--- src/rtl/frame_deframer_pkg.sv ---
// Shared definitions for the frame deframer: FSM encoding, CRC-16 constants
// and the single-bit reflected CCITT LFSR step.
package frame_deframer_pkg;

  localparam int          LEN_W    = 8;
  localparam logic [15:0] CRC_INIT = 16'hFFFF;
  localparam logic [15:0] CRC_POLY = 16'h8408;

  typedef enum logic [1:0] {
    S_LEN = 2'd0,
    S_PAY = 2'd1,
    S_CRC = 2'd2,
    S_END = 2'd3
  } state_t;

  // Right-shift LFSR: the feedback bit is the outgoing LSB xor the new bit.
  function automatic logic [15:0] crc16_step(input logic [15:0] crc,
                                             input logic        bit_in,
                                             input logic [15:0] poly = CRC_POLY);
    logic fb;
    fb = crc[0] ^ bit_in;
    return (crc >> 1) ^ (fb ? poly : 16'h0000);
  endfunction

endpackage

--- src/rtl/frame_deframer_crc16.sv ---
// Bit-serial CRC-16 register with synchronous init and enable; shared with
// the modulator-side CRC generator.
module crc16_serial
  import frame_deframer_pkg::*;
#(
  parameter logic [15:0] INIT = frame_deframer_pkg::CRC_INIT,
  parameter logic [15:0] POLY = frame_deframer_pkg::CRC_POLY
) (
  input  logic        clk,
  input  logic        rst,
  input  logic        init,
  input  logic        en,
  input  logic        bit_in,
  output logic [15:0] crc
);

  logic [15:0] crc_q;
  logic [15:0] crc_d;

  // init wins over en so a new frame always starts from a clean register.
  always_comb begin
    crc_d = crc_q;
    if (init) begin
      crc_d = INIT;
    end else if (en) begin
      crc_d = crc16_step(crc_q, bit_in, POLY);
    end
  end

  always_ff @(posedge clk or negedge rst) begin
    if (!rst) begin
      crc_q <= INIT;
    end else begin
      crc_q <= crc_d;
    end
  end

  assign crc = crc_q;

endmodule

--- src/rtl/frame_deframer.sv ---
// Frame deframer: parses LEN, LEN payload bytes and a 16-bit CRC from an
// LSB-first serial stream, emitting bytes in parallel and a frame status.
module frame_deframer
  import frame_deframer_pkg::*;
#(
  parameter int          MAX_LEN  = 64,
  parameter logic [15:0] CRC_INIT = frame_deframer_pkg::CRC_INIT,
  parameter logic [15:0] CRC_POLY = frame_deframer_pkg::CRC_POLY
) (
  input  logic             clk,
  input  logic             rst,
  input  logic             data_in,
  input  logic             data_in_valid,
  output logic [7:0]       byte_out,
  output logic             byte_valid,
  output logic [LEN_W-1:0] frame_len,
  output logic             frame_done,
  output logic             crc_ok,
  output logic             len_err,
  output logic             fsc_end,
  output state_t           state_dbg
);

  // Stream contract: valid-only, no backpressure. A bit transfers on any
  // posedge with data_in_valid = 1 outside S_END; strobes last one cycle.
  localparam logic [LEN_W-1:0] MAX_LEN_V = LEN_W'(MAX_LEN);

  state_t           state_q, state_d;
  logic [2:0]       bit_cnt_q, bit_cnt_d;
  logic [LEN_W-1:0] byte_cnt_q, byte_cnt_d;
  logic [6:0]       shift_q, shift_d;
  logic [LEN_W-1:0] frame_len_q, frame_len_d;
  logic [7:0]       byte_out_q, byte_out_d;
  logic             byte_valid_q, byte_valid_d;
  logic             frame_done_q, frame_done_d;
  logic             crc_ok_q, crc_ok_d;
  logic             len_err_q, len_err_d;
  logic             fsc_end_q, fsc_end_d;

  logic             accept, byte_done, crc_init, crc_en;
  logic [7:0]       new_byte;
  logic [LEN_W-1:0] byte_cnt_inc;
  logic [15:0]      crc;

  crc16_serial #(.INIT(CRC_INIT), .POLY(CRC_POLY)) u_crc (
    .clk    (clk),
    .rst    (rst),
    .init   (crc_init),
    .en     (crc_en),
    .bit_in (data_in),
    .crc    (crc)
  );

  always_comb begin
    accept       = data_in_valid && (state_q != S_END);
    byte_done    = accept && (bit_cnt_q == 3'd7);
    new_byte     = {data_in, shift_q};
    byte_cnt_inc = byte_cnt_q + 8'd1;

    state_d      = state_q;
    bit_cnt_d    = bit_cnt_q;
    byte_cnt_d   = byte_cnt_q;
    shift_d      = shift_q;
    frame_len_d  = frame_len_q;
    byte_out_d   = byte_out_q;
    byte_valid_d = 1'b0;
    frame_done_d = 1'b0;
    crc_ok_d     = 1'b0;
    len_err_d    = 1'b0;
    fsc_end_d    = 1'b0;
    crc_init     = 1'b0;
    crc_en       = 1'b0;

    if (accept) begin
      shift_d   = new_byte[7:1];
      bit_cnt_d = bit_cnt_q + 3'd1;
    end

    case (state_q)
      S_LEN: begin
        if (byte_done) begin
          frame_len_d = new_byte;
          if (new_byte == 8'd0 || new_byte > MAX_LEN_V) begin
            state_d      = S_END;
            len_err_d    = 1'b1;
            frame_done_d = 1'b1;
            fsc_end_d    = 1'b1;
          end else begin
            crc_init   = 1'b1;
            byte_cnt_d = '0;
            state_d    = S_PAY;
          end
        end
      end
      S_PAY: begin
        crc_en = accept;
        if (byte_done) begin
          byte_out_d   = new_byte;
          byte_valid_d = 1'b1;
          byte_cnt_d   = byte_cnt_inc;
          if (byte_cnt_inc == frame_len_q) begin
            byte_cnt_d = '0;
            state_d    = S_CRC;
          end
        end
      end
      S_CRC: begin
        crc_en = accept;
        if (byte_done) begin
          if (byte_cnt_q == 8'd1) begin
            // Residue must be zero once both CRC bytes have been shifted in.
            state_d      = S_END;
            frame_done_d = 1'b1;
            fsc_end_d    = 1'b1;
            crc_ok_d     = (crc16_step(crc, data_in, CRC_POLY) == 16'h0000);
          end else begin
            byte_cnt_d = 8'd1;
          end
        end
      end
      S_END: begin
        state_d    = S_LEN;
        bit_cnt_d  = '0;
        byte_cnt_d = '0;
      end
      default: state_d = S_LEN;
    endcase
  end

  always_ff @(posedge clk or negedge rst) begin
    if (!rst) begin
      state_q      <= S_LEN;
      bit_cnt_q    <= '0;
      byte_cnt_q   <= '0;
      shift_q      <= '0;
      frame_len_q  <= '0;
      byte_out_q   <= '0;
      byte_valid_q <= 1'b0;
      frame_done_q <= 1'b0;
      crc_ok_q     <= 1'b0;
      len_err_q    <= 1'b0;
      fsc_end_q    <= 1'b0;
    end else begin
      state_q      <= state_d;
      bit_cnt_q    <= bit_cnt_d;
      byte_cnt_q   <= byte_cnt_d;
      shift_q      <= shift_d;
      frame_len_q  <= frame_len_d;
      byte_out_q   <= byte_out_d;
      byte_valid_q <= byte_valid_d;
      frame_done_q <= frame_done_d;
      crc_ok_q     <= crc_ok_d;
      len_err_q    <= len_err_d;
      fsc_end_q    <= fsc_end_d;
    end
  end

  assign byte_out   = byte_out_q;
  assign byte_valid = byte_valid_q;
  assign frame_len  = frame_len_q;
  assign frame_done = frame_done_q;
  assign crc_ok     = crc_ok_q;
  assign len_err    = len_err_q;
  assign fsc_end    = fsc_end_q;
  assign state_dbg  = state_q;

endmodule

--- config.mk ---
export PLATFORM = sky130hd
export DESIGN_NAME = frame_deframer
export DESIGN_NICKNAME = d
export VERILOG_FILES = /design/src/rtl/frame_deframer_pkg.sv /design/src/rtl/frame_deframer_crc16.sv /design/src/rtl/frame_deframer.sv
export SDC_FILE = /design/constraint.sdc
export NUM_CORES = 1
export LEC_CHECK = 0
export ABC_AREA = 1
export BUFFER_PORTS_ARGS = -buffer_cell sky130_fd_sc_hd__buf_2
export CORE_ASPECT_RATIO = 0.5
export CORE_MARGIN = 5
export CORE_UTILIZATION = 45
export CTS_BUF_LIST = sky130_fd_sc_hd__clkbuf_8
export DETAILED_ROUTE_END_ITERATION = 7
export GPL_ROUTABILITY_DRIVEN = 0
export PLACE_DENSITY = 0.66
export SYNTH_ARGS = -nofsm -noshare
export SYNTH_HDL_FRONTEND = slang
export SYNTH_SLANG_ARGS = --single-unit
--- constraint.sdc ---
create_clock -name clk -period 1.74 [get_ports clk]
set_input_delay 0.261 -clock clk [delete_from_list [all_inputs] [get_ports clk]]
set_output_delay 0.261 -clock clk [all_outputs]
set_load 0.05 [all_outputs]
==> impl_metrics.py, run 1 <==
metrics = {
    "power_and_ir_drop": {
        "netSwitchingFraction": 0.442,
        "finalPower_mw": 5.73,
        "power_switching_mw": 2.54,
        "power.density_nw_per_um2": 1620,
        "p_int_mw": 3.20,
        "combPwrFrac": 0.490,
        "power_frac_clock": 0.124,
        "ir_worst_vdd_v": 0.000707,
        "leakage_nw": 1.63,
        "seq_power_share": 0.386,
    },
    "yosys": {
        "seq_area_frac_synth": 0.501,
        "avgSynthCellArea_sq_um": 8.60,
        "synth_warnings": 0,
        "yosys-top-cells-area": "dfrtp_1 35%, dfstp_2 15%, nand2_1 11%, o21ai_0 6.2%, inv_1 5.0%",
        "ys_ff_latch": 56,
        "synth.largest_area_cell": "dfrtp_1",
        "yosysMostFrequentCell": "nand2_1",
        "synthArstFlopShare": 1.00,
        "syn_nets": 342,
        "synth_edf_count": 0,
        "synthDistinctLibCells": 34,
        "postSynthCellCount": 330,
        "synth-main-ff-cell": "dfrtp_1",
        "synthTopCellsByCount": "80 x nand2_1, 40 x dfrtp_1, 38 x inv_1",
        "yosysTopAreaCellShare": 0.353,
        "synth_area_sq_um": 2840,
    },
    "timing": {
        "setup_slack_ps": -38.4,
        "hold_viol_final": 0,
        "finalCritPeriodShare": 1.02,
        "fin_crit_ps": 1780,
        "worst_pin_slew_ps": 417,
        "slew_headroom": 0.721,
        "setup_viol": 6,
        "drv_slew": 0,
        "fmax_ghz": 0.562,
        "clock_skew_ps": 2.94,
        "rsz0062_at_grt": "yes",
    },
    "grt": {
        "grt_max_degree": 57,
        "antenna_found_initial": 0,
        "grt_pass1_vias": 2286,
        "grt-ovfl-total": 0,
        "grt_first_pass_wirelength_um": 10900,
        "grt_use_total": 0.171,
    },
    "final_layout": {
        "drive_gt1_frac": 0.357,
        "syn_to_final_growth_pct": 25.0,
        "final_nets": 395,
        "stdcell_count": 472,
        "nFillCells": 544,
        "num_antenna_cells": 0,
    },
    "placed_design": {
        "dp_slack_ps": -55.6,
        "dp_hpwl_um": 4600,
        "port-buffer-count": 26,
        "dp_cells": 459,
    },
    "status": {
        "outcome": "finished with violations",
        "violations": "negative setup slack",
    },
    "setup_path": {
        "slowest_delay_ps": 450,
        "end_kind": "flop",
        "crit_chain": "inv_2 -> ha_4 -> xor2_1 -> nand2_1 -> nor2_1 -> nand2_1 -> nor2_1 -> nand3_2 -> nand2_4 -> nand3_2 -> nand2_1 -> nand2_1",
        "cp.buffers_inverters": 1,
        "crit_path_top_delay_cell": "dfrtp_2",
        "critPathMaxFanout": 5,
        "critical-path-top-delay-family": "simple AND/OR/NAND/NOR gates",
        "r2r_start": "byte_cnt_q[1]$_DFFE_PN0P_",
        "critPathArrivalTime_ps": 1990,
        "r2r-end": "state_dbg[1]$_DFFE_PN0P_",
        "reg2regPathDepth": 12,
        "critPathMostFrequentCell": "nand2_1",
        "start_kind": "flop",
        "required_ps": 1950,
        "r2r_setup_slack_ps": -40,
        "worstSetupPathType": "flop to flop",
    },
    "drt": {
        "num_vias": 2343,
        "drt_iter0_drc": 133,
        "drtPass1Iterations": 5,
        "drc": 0,
        "wl_per_cell_um": 13.4,
        "drt-vias-per-instance": 4.96,
        "ant_nets": 0,
        "finalWirelength_um": 6330,
    },
    "floorplanning": {
        "die-area_sq_um": 8090,
        "die_h_um": 66.2,
        "coreArea_sq_um": 6110,
        "row_count": 20,
        "num_io_pins": 27,
        "die_w_um": 122,
        "start_util": 0.465,
    },
    "clocking": {
        "clockBufferDepth": 2,
        "cts_max_level": 2,
        "cts_buffers": 5,
        "clock-root-buffer": "clkbuf_8",
        "clk_latency_ps": 310,
        "clk_pin_slew_worst_paths_ps": 100,
        "cts_tree": "built",
        "cts_sinks": 56,
    },
    "run": {
        "cap_violations": 0,
    },
    "min_path": {
        "min_from": "data_in",
        "hold_end": "shift_q[6]$_DFFE_PN0P_",
        "hold_depth": 3,
        "hold_class": "input pin to flop",
    },
}
worst register-to-register path, delay by kind of cell, from the launching register on:
kind,cells,cell delay [ps]
buf+inv,1,70
simple gates,9,780
flops,1,450
fa+ha+maj,1,270
xor+xnor,1,120
cells by family after synthesis:
logic type / synth area share
AO/OA/AOI/OAI: 0.118
XOR/XNOR: 0.0154
adder cells (fa/ha/maj): 0.0353
buffers and inverters: 0.0710
flip-flops: 0.501
AND/OR/NAND/NOR: 0.260
worst max path at each step:
stage / start / to / slack, ps / cells past startpoint
global placement: state_dbg[1]$_DFFE_PN0P_ / u_crc.crc[15]$_DFFE_PN1P_ / 3 / 9
finish: byte_cnt_q[1]$_DFFE_PN0P_ / state_dbg[1]$_DFFE_PN0P_ / -40 / 12
global route: byte_cnt_q[1]$_DFFE_PN0P_ / state_dbg[1]$_DFFE_PN0P_ / -140 / 12
floorplan: state_dbg[0]$_DFFE_PN0P_ / byte_cnt_q[0]$_DFFE_PN0P_ / -140 / 10
detailed placement: state_dbg[1]$_DFFE_PN0P_ / byte_cnt_q[3]$_DFFE_PN0P_ / -60 / 10
CTS: byte_cnt_q[1]$_DFFE_PN0P_ / state_dbg[1]$_DFFE_PN0P_ / -40 / 12
repair_timing:
| item | 4_1_cts | 5_1_grt |
|---|---|---|
| setup endpoints to repair | 20 | 26 |
| buffers inserted | 3 | 1 |
| hold buffers | 1 | 0 |
| hold endpoints to repair | 40 | 0 |
| pin swaps | 5 | 13 |
| gates resized for setup | 11 | 32 |
power by group through the flow:
stage,clock [mW],combinational (mW),sequential [mW]
floorplan,0,1.33,2.66
global placement,0,2.52,2.19
detailed placement,0,2.59,2.22
CTS,0.735,2.69,2.21
global route,0.793,3.11,2.28
finish,0.711,2.81,2.21
per-stage QoR:
step           utilization  hold slack, ps  setup TNS (ps)  instance area, sq um
2_1_floorplan            -           -34.6           -1660                  2860
3_5_place_dp         0.532             289            -319                  3250
6_report             0.581             248            -145                  3550
4_1_cts              0.560             248            -102                  3420
5_1_grt              0.581             242            -871                  3550
3_3_place_gp         0.532             281               0                  3250
layer usage:
| metal | track usage | up-vias | part of all wire |
|---|---|---|---|
| met5 | 0 | - | 0 |
| met1 | 0.224 | 1131 | 0.47 |
| li1 | - | 1181 | - |
| met3 | 0.0393 | 10 | 0.024 |
| met2 | 0.293 | 21 | 0.49 |
| met4 | 0.0363 | 0 | 0.013 |
registers in the layout, indices dropped and copies added, names as in the netlist:
name / cells
fsc_end: 1
byte_valid: 1
len_err: 1
crc_ok: 1
shift_q: 7
byte_cnt_q: 8
byte_out: 8
u_crc.crc: 16
bit_cnt_q: 3
state_dbg: 2
frame_len: 8
placed cells by master (no fill, tap or decap), drive strengths merged:
cell / count
a21oi: 11
a22o: 2
a22oi: 1
buf: 52
clkbuf: 5
clkinv: 2
clkinvlp: 1
dfrtp: 40
dfstp: 16
dlygate4sd3: 1
ha: 8
inv: 44
nand2: 85
nand3: 29
nand4: 6
nor2: 22
nor3: 2
nor3b: 2
nor4: 1
o211ai: 3
o21ai: 44
o21bai: 1
or2: 1
xnor2: 2
xor2: 3
layout make-up:
class | instances | area [sq um] | area share
clock buffers | 5 | 68.8 | 0.0194
clock inverters | 3 | 20.0 | 0.00564
inverters | 44 | 168 | 0.0473
multi-input cells | 223 | 1380 | 0.389
flip-flops and latches | 56 | 1430 | 0.403
well taps | 88 | 110 | 0.0310
repair buffers | 53 | 372 | 0.105
Note: power is estimated with default switching activity, not from simulation.
==> run 2: changes to the inputs <==
--- a/config.mk
+++ b/config.mk
@@ -5,7 +5,7 @@
 export SDC_FILE = /design/constraint.sdc
 export NUM_CORES = 1
 export LEC_CHECK = 0
-export ABC_AREA = 1
+export ABC_AREA = 0
 export BUFFER_PORTS_ARGS = -buffer_cell sky130_fd_sc_hd__buf_2
 export CORE_ASPECT_RATIO = 0.5
 export CORE_MARGIN = 5
==> impl_metrics.py, run 2 <==
metrics = {
    "floorplanning": {
        "num_io_pins": 27,
        "start_util": 0.469,
        "die_h_um": 66.5,
        "die_w_um": 123,
        "coreArea_sq_um": 6130,
        "die-area_sq_um": 8180,
        "row_count": 20,
    },
    "run": {
        "cap_violations": 0,
    },
    "clocking": {
        "cts_buffers": 5,
        "cts_sinks": 56,
        "clock-root-buffer": "clkbuf_8",
        "clk_pin_slew_worst_paths_ps": 100,
        "clockBufferDepth": 2,
        "cts_max_level": 2,
        "clk_latency_ps": 310,
        "cts_tree": "built",
    },
    "yosys": {
        "synthTopCellsByCount": "42 x nand2_1, 40 x dfrtp_1, 23 x mux2_2",
        "muxShareOfSynthArea": 0.101,
        "synthArstFlopShare": 1.00,
        "yosys-top-cells-area": "dfrtp_1 35%, dfstp_2 15%, mux2_2 9.0%, nand2_1 5.5%, ha_1 3.5%",
        "synth_top_family_by_area": "simple AND/OR/NAND/NOR gates",
        "syn_nets": 277,
        "synth_edf_count": 0,
        "postSynthCellCount": 265,
        "ys_ff_latch": 56,
        "synth_compound_area_frac": 0.117,
        "synthSimpleGateAreaFrac": 0.178,
        "synth_area_sq_um": 2880,
        "synth_warnings": 0,
        "avgSynthCellArea_sq_um": 10.9,
        "synth.largest_area_cell": "dfrtp_1",
        "synth-main-ff-cell": "dfrtp_1",
        "synthDistinctLibCells": 53,
        "synthAdderAreaFrac": 0.0348,
        "seq_area_frac_synth": 0.494,
        "synthXorXnorAreaFrac": 0.0396,
        "yosysTopAreaCellShare": 0.348,
        "yosysMostFrequentCell": "nand2_1",
    },
    "setup_path": {
        "end_kind": "flop",
        "crit_chain": "ha_4 -> nand2b_4 -> or4_4 -> o41ai_4 -> buf_4 -> o2111a_2 -> nor3_4 -> a22o_1",
        "crit_path_top_delay_cell": "or4_4",
        "critPathArrivalTime_ps": 2420,
        "start_kind": "flop",
        "worstSetupPathType": "flop to flop",
        "slowest_delay_ps": 490,
        "required_ps": 1950,
        "critPathMaxFanout": 5,
    },
    "timing": {
        "worst_pin_slew_ps": 403,
        "slew_headroom": 0.730,
        "hold_slack_ps": 378,
        "setup_slack_ps": -469,
        "setup_viol": 36,
        "hold_viol_final": 0,
        "finalCritPeriodShare": 1.27,
        "clock_skew_ps": 5.12,
        "tns_ps": -5070,
        "fmax_ghz": 0.453,
        "rsz0062_at_grt": "yes",
        "fin_crit_ps": 2210,
        "drv_slew": 0,
    },
    "drt": {
        "drtPass1Iterations": 4,
        "drt-vias-per-instance": 5.32,
        "num_vias": 2441,
        "drc": 0,
        "ant_nets": 0,
        "wl_per_cell_um": 16.7,
        "finalWirelength_um": 7670,
        "drt_iter0_drc": 95,
    },
    "status": {
        "violations": "negative setup slack",
        "outcome": "finished with violations",
    },
    "final_layout": {
        "finish.utilization": 0.694,
        "final_nets": 382,
        "drive_gt1_frac": 0.588,
        "stdcell_count": 459,
        "num_antenna_cells": 0,
        "syn_to_final_growth_pct": 47.9,
        "layout_common_cells": "69 x buf_4, 40 x nand2_1, 34 x dfrtp_1",
        "layout_commonest_cell": "buf_4",
        "largest_reg_flops": 16,
    },
    "min_path": {
        "hold_class": "input pin to flop",
    },
    "placed_design": {
        "port-buffer-count": 26,
        "dp_hpwl_um": 5070,
        "dp_cells": 431,
    },
    "grt": {
        "grt_first_pass_wirelength_um": 12400,
        "antenna_found_initial": 0,
        "grt-ovfl-total": 0,
        "grt_pass1_vias": 2536,
        "grt_max_degree": 57,
        "grt_use_total": 0.194,
    },
    "power_and_ir_drop": {
        "leakage_nw": 2.09,
        "power.density_nw_per_um2": 1580,
        "ir_worst_vdd_v": 0.000684,
    },
}
[run 2: cell types whose count changed in the layout (fill, tap and decap cells not counted), moves of 9 or more]
cell / delta
o21ai_0: -32
inv_2: -10
nand3_1: -17
mux2_2: +21
inv_1: -23
nand2_1: -32
buf_4: +48
a21oi_1: -9
[run 2: logic make-up after synthesis]
logic type	after synthesis
AO/OA/AOI/OAI	40
XOR/XNOR	13
adder cells (fa/ha/maj)	8
buffers and inverters	21
flip-flops	56
multiplexers	26
AND/OR/NAND/NOR	101
[run 2: per-stage QoR]
stage | setup slack, ps | cell area (sq um) | power [mW]
finish | -469 | 4250 | 6.73
detailed placement | -453 | 3710 | 5.44
global route | -546 | 4250 | 7.12
CTS | -435 | 4020 | 6.49
global placement | -370 | 3710 | 5.30
floorplan | -366 | 3060 | 4.31
[run 2: path summary, 6_finish.rpt]
path | from | endpoint | slack [ps] | depth (start not counted)
max | byte_cnt_q[0]$_DFFE_PN0P_ | byte_cnt_q[4]$_DFFE_PN0P_ | -470 | 8
min | data_in_valid | bit_cnt_q[0]$_DFFE_PN0P_ | 380 | 4
max reg2reg | byte_cnt_q[0]$_DFFE_PN0P_ | byte_cnt_q[4]$_DFFE_PN0P_ | -470 | 8
min reg2reg | u_crc.crc[12]$_DFFE_PN1P_ | u_crc.crc[11]$_DFFE_PN1P_ | 510 | 2
max in group asynchronous | rst | u_crc.crc[6]$_DFFE_PN1P_ | 970 | 3
min in group asynchronous | rst | byte_out[3]$_DFFE_PN0P_ | 480 | 3
[run 2: layer usage]
| layer | global-route usage | up-vias | wire, um |
|---|---|---|---|
| met1 | 0.248 | 1234 | 3220 |
| met5 | 0 | - | 0 |
| met3 | 0.0348 | 8 | 261 |
| met4 | 0.0566 | 0 | 80 |
| met2 | 0.340 | 49 | 4100 |
| li1 | - | 1150 | - |
[run 2: final cells by class]
class	count	area, sq um
clock inverter	3	42.5
tap	88	110
fill	427	1880
sequential	56	1430
timing repair buffer	110	872
inverter	9	33.8
multi-input combinational	188	1700
clock buffer	5	68.8
[run 2: power by group]
| part | internal, mW | switching [mW] |
|---|---|---|
| Combinational | 1.59 | 2.04 |
| Sequential | 1.87 | 0.368 |
| Clock | 0.430 | 0.424 |
[run 2: what timing repair did]
| action | in CTS | in global routing |
|---|---|---|
| gates resized for setup | 20 | 30 |
| hold endpoints to repair | 40 | 0 |
| hold buffers | 1 | 0 |
| setup buffers | 11 | 6 |
| endpoints found under the setup margin | 36 | 36 |
| pin swaps | 10 | 11 |
| gates cloned | 1 | 1 |
[run 2: worst max-delay path: cells and delay by family, from the launching register on]
kind                       cells  cell delay [ps]
and+or+nand+nor                3              700
AOI/OAI and AO/OA              3              570
DFF                            1              470
adders and majority gates      1              200
buffers and inverters          1              180
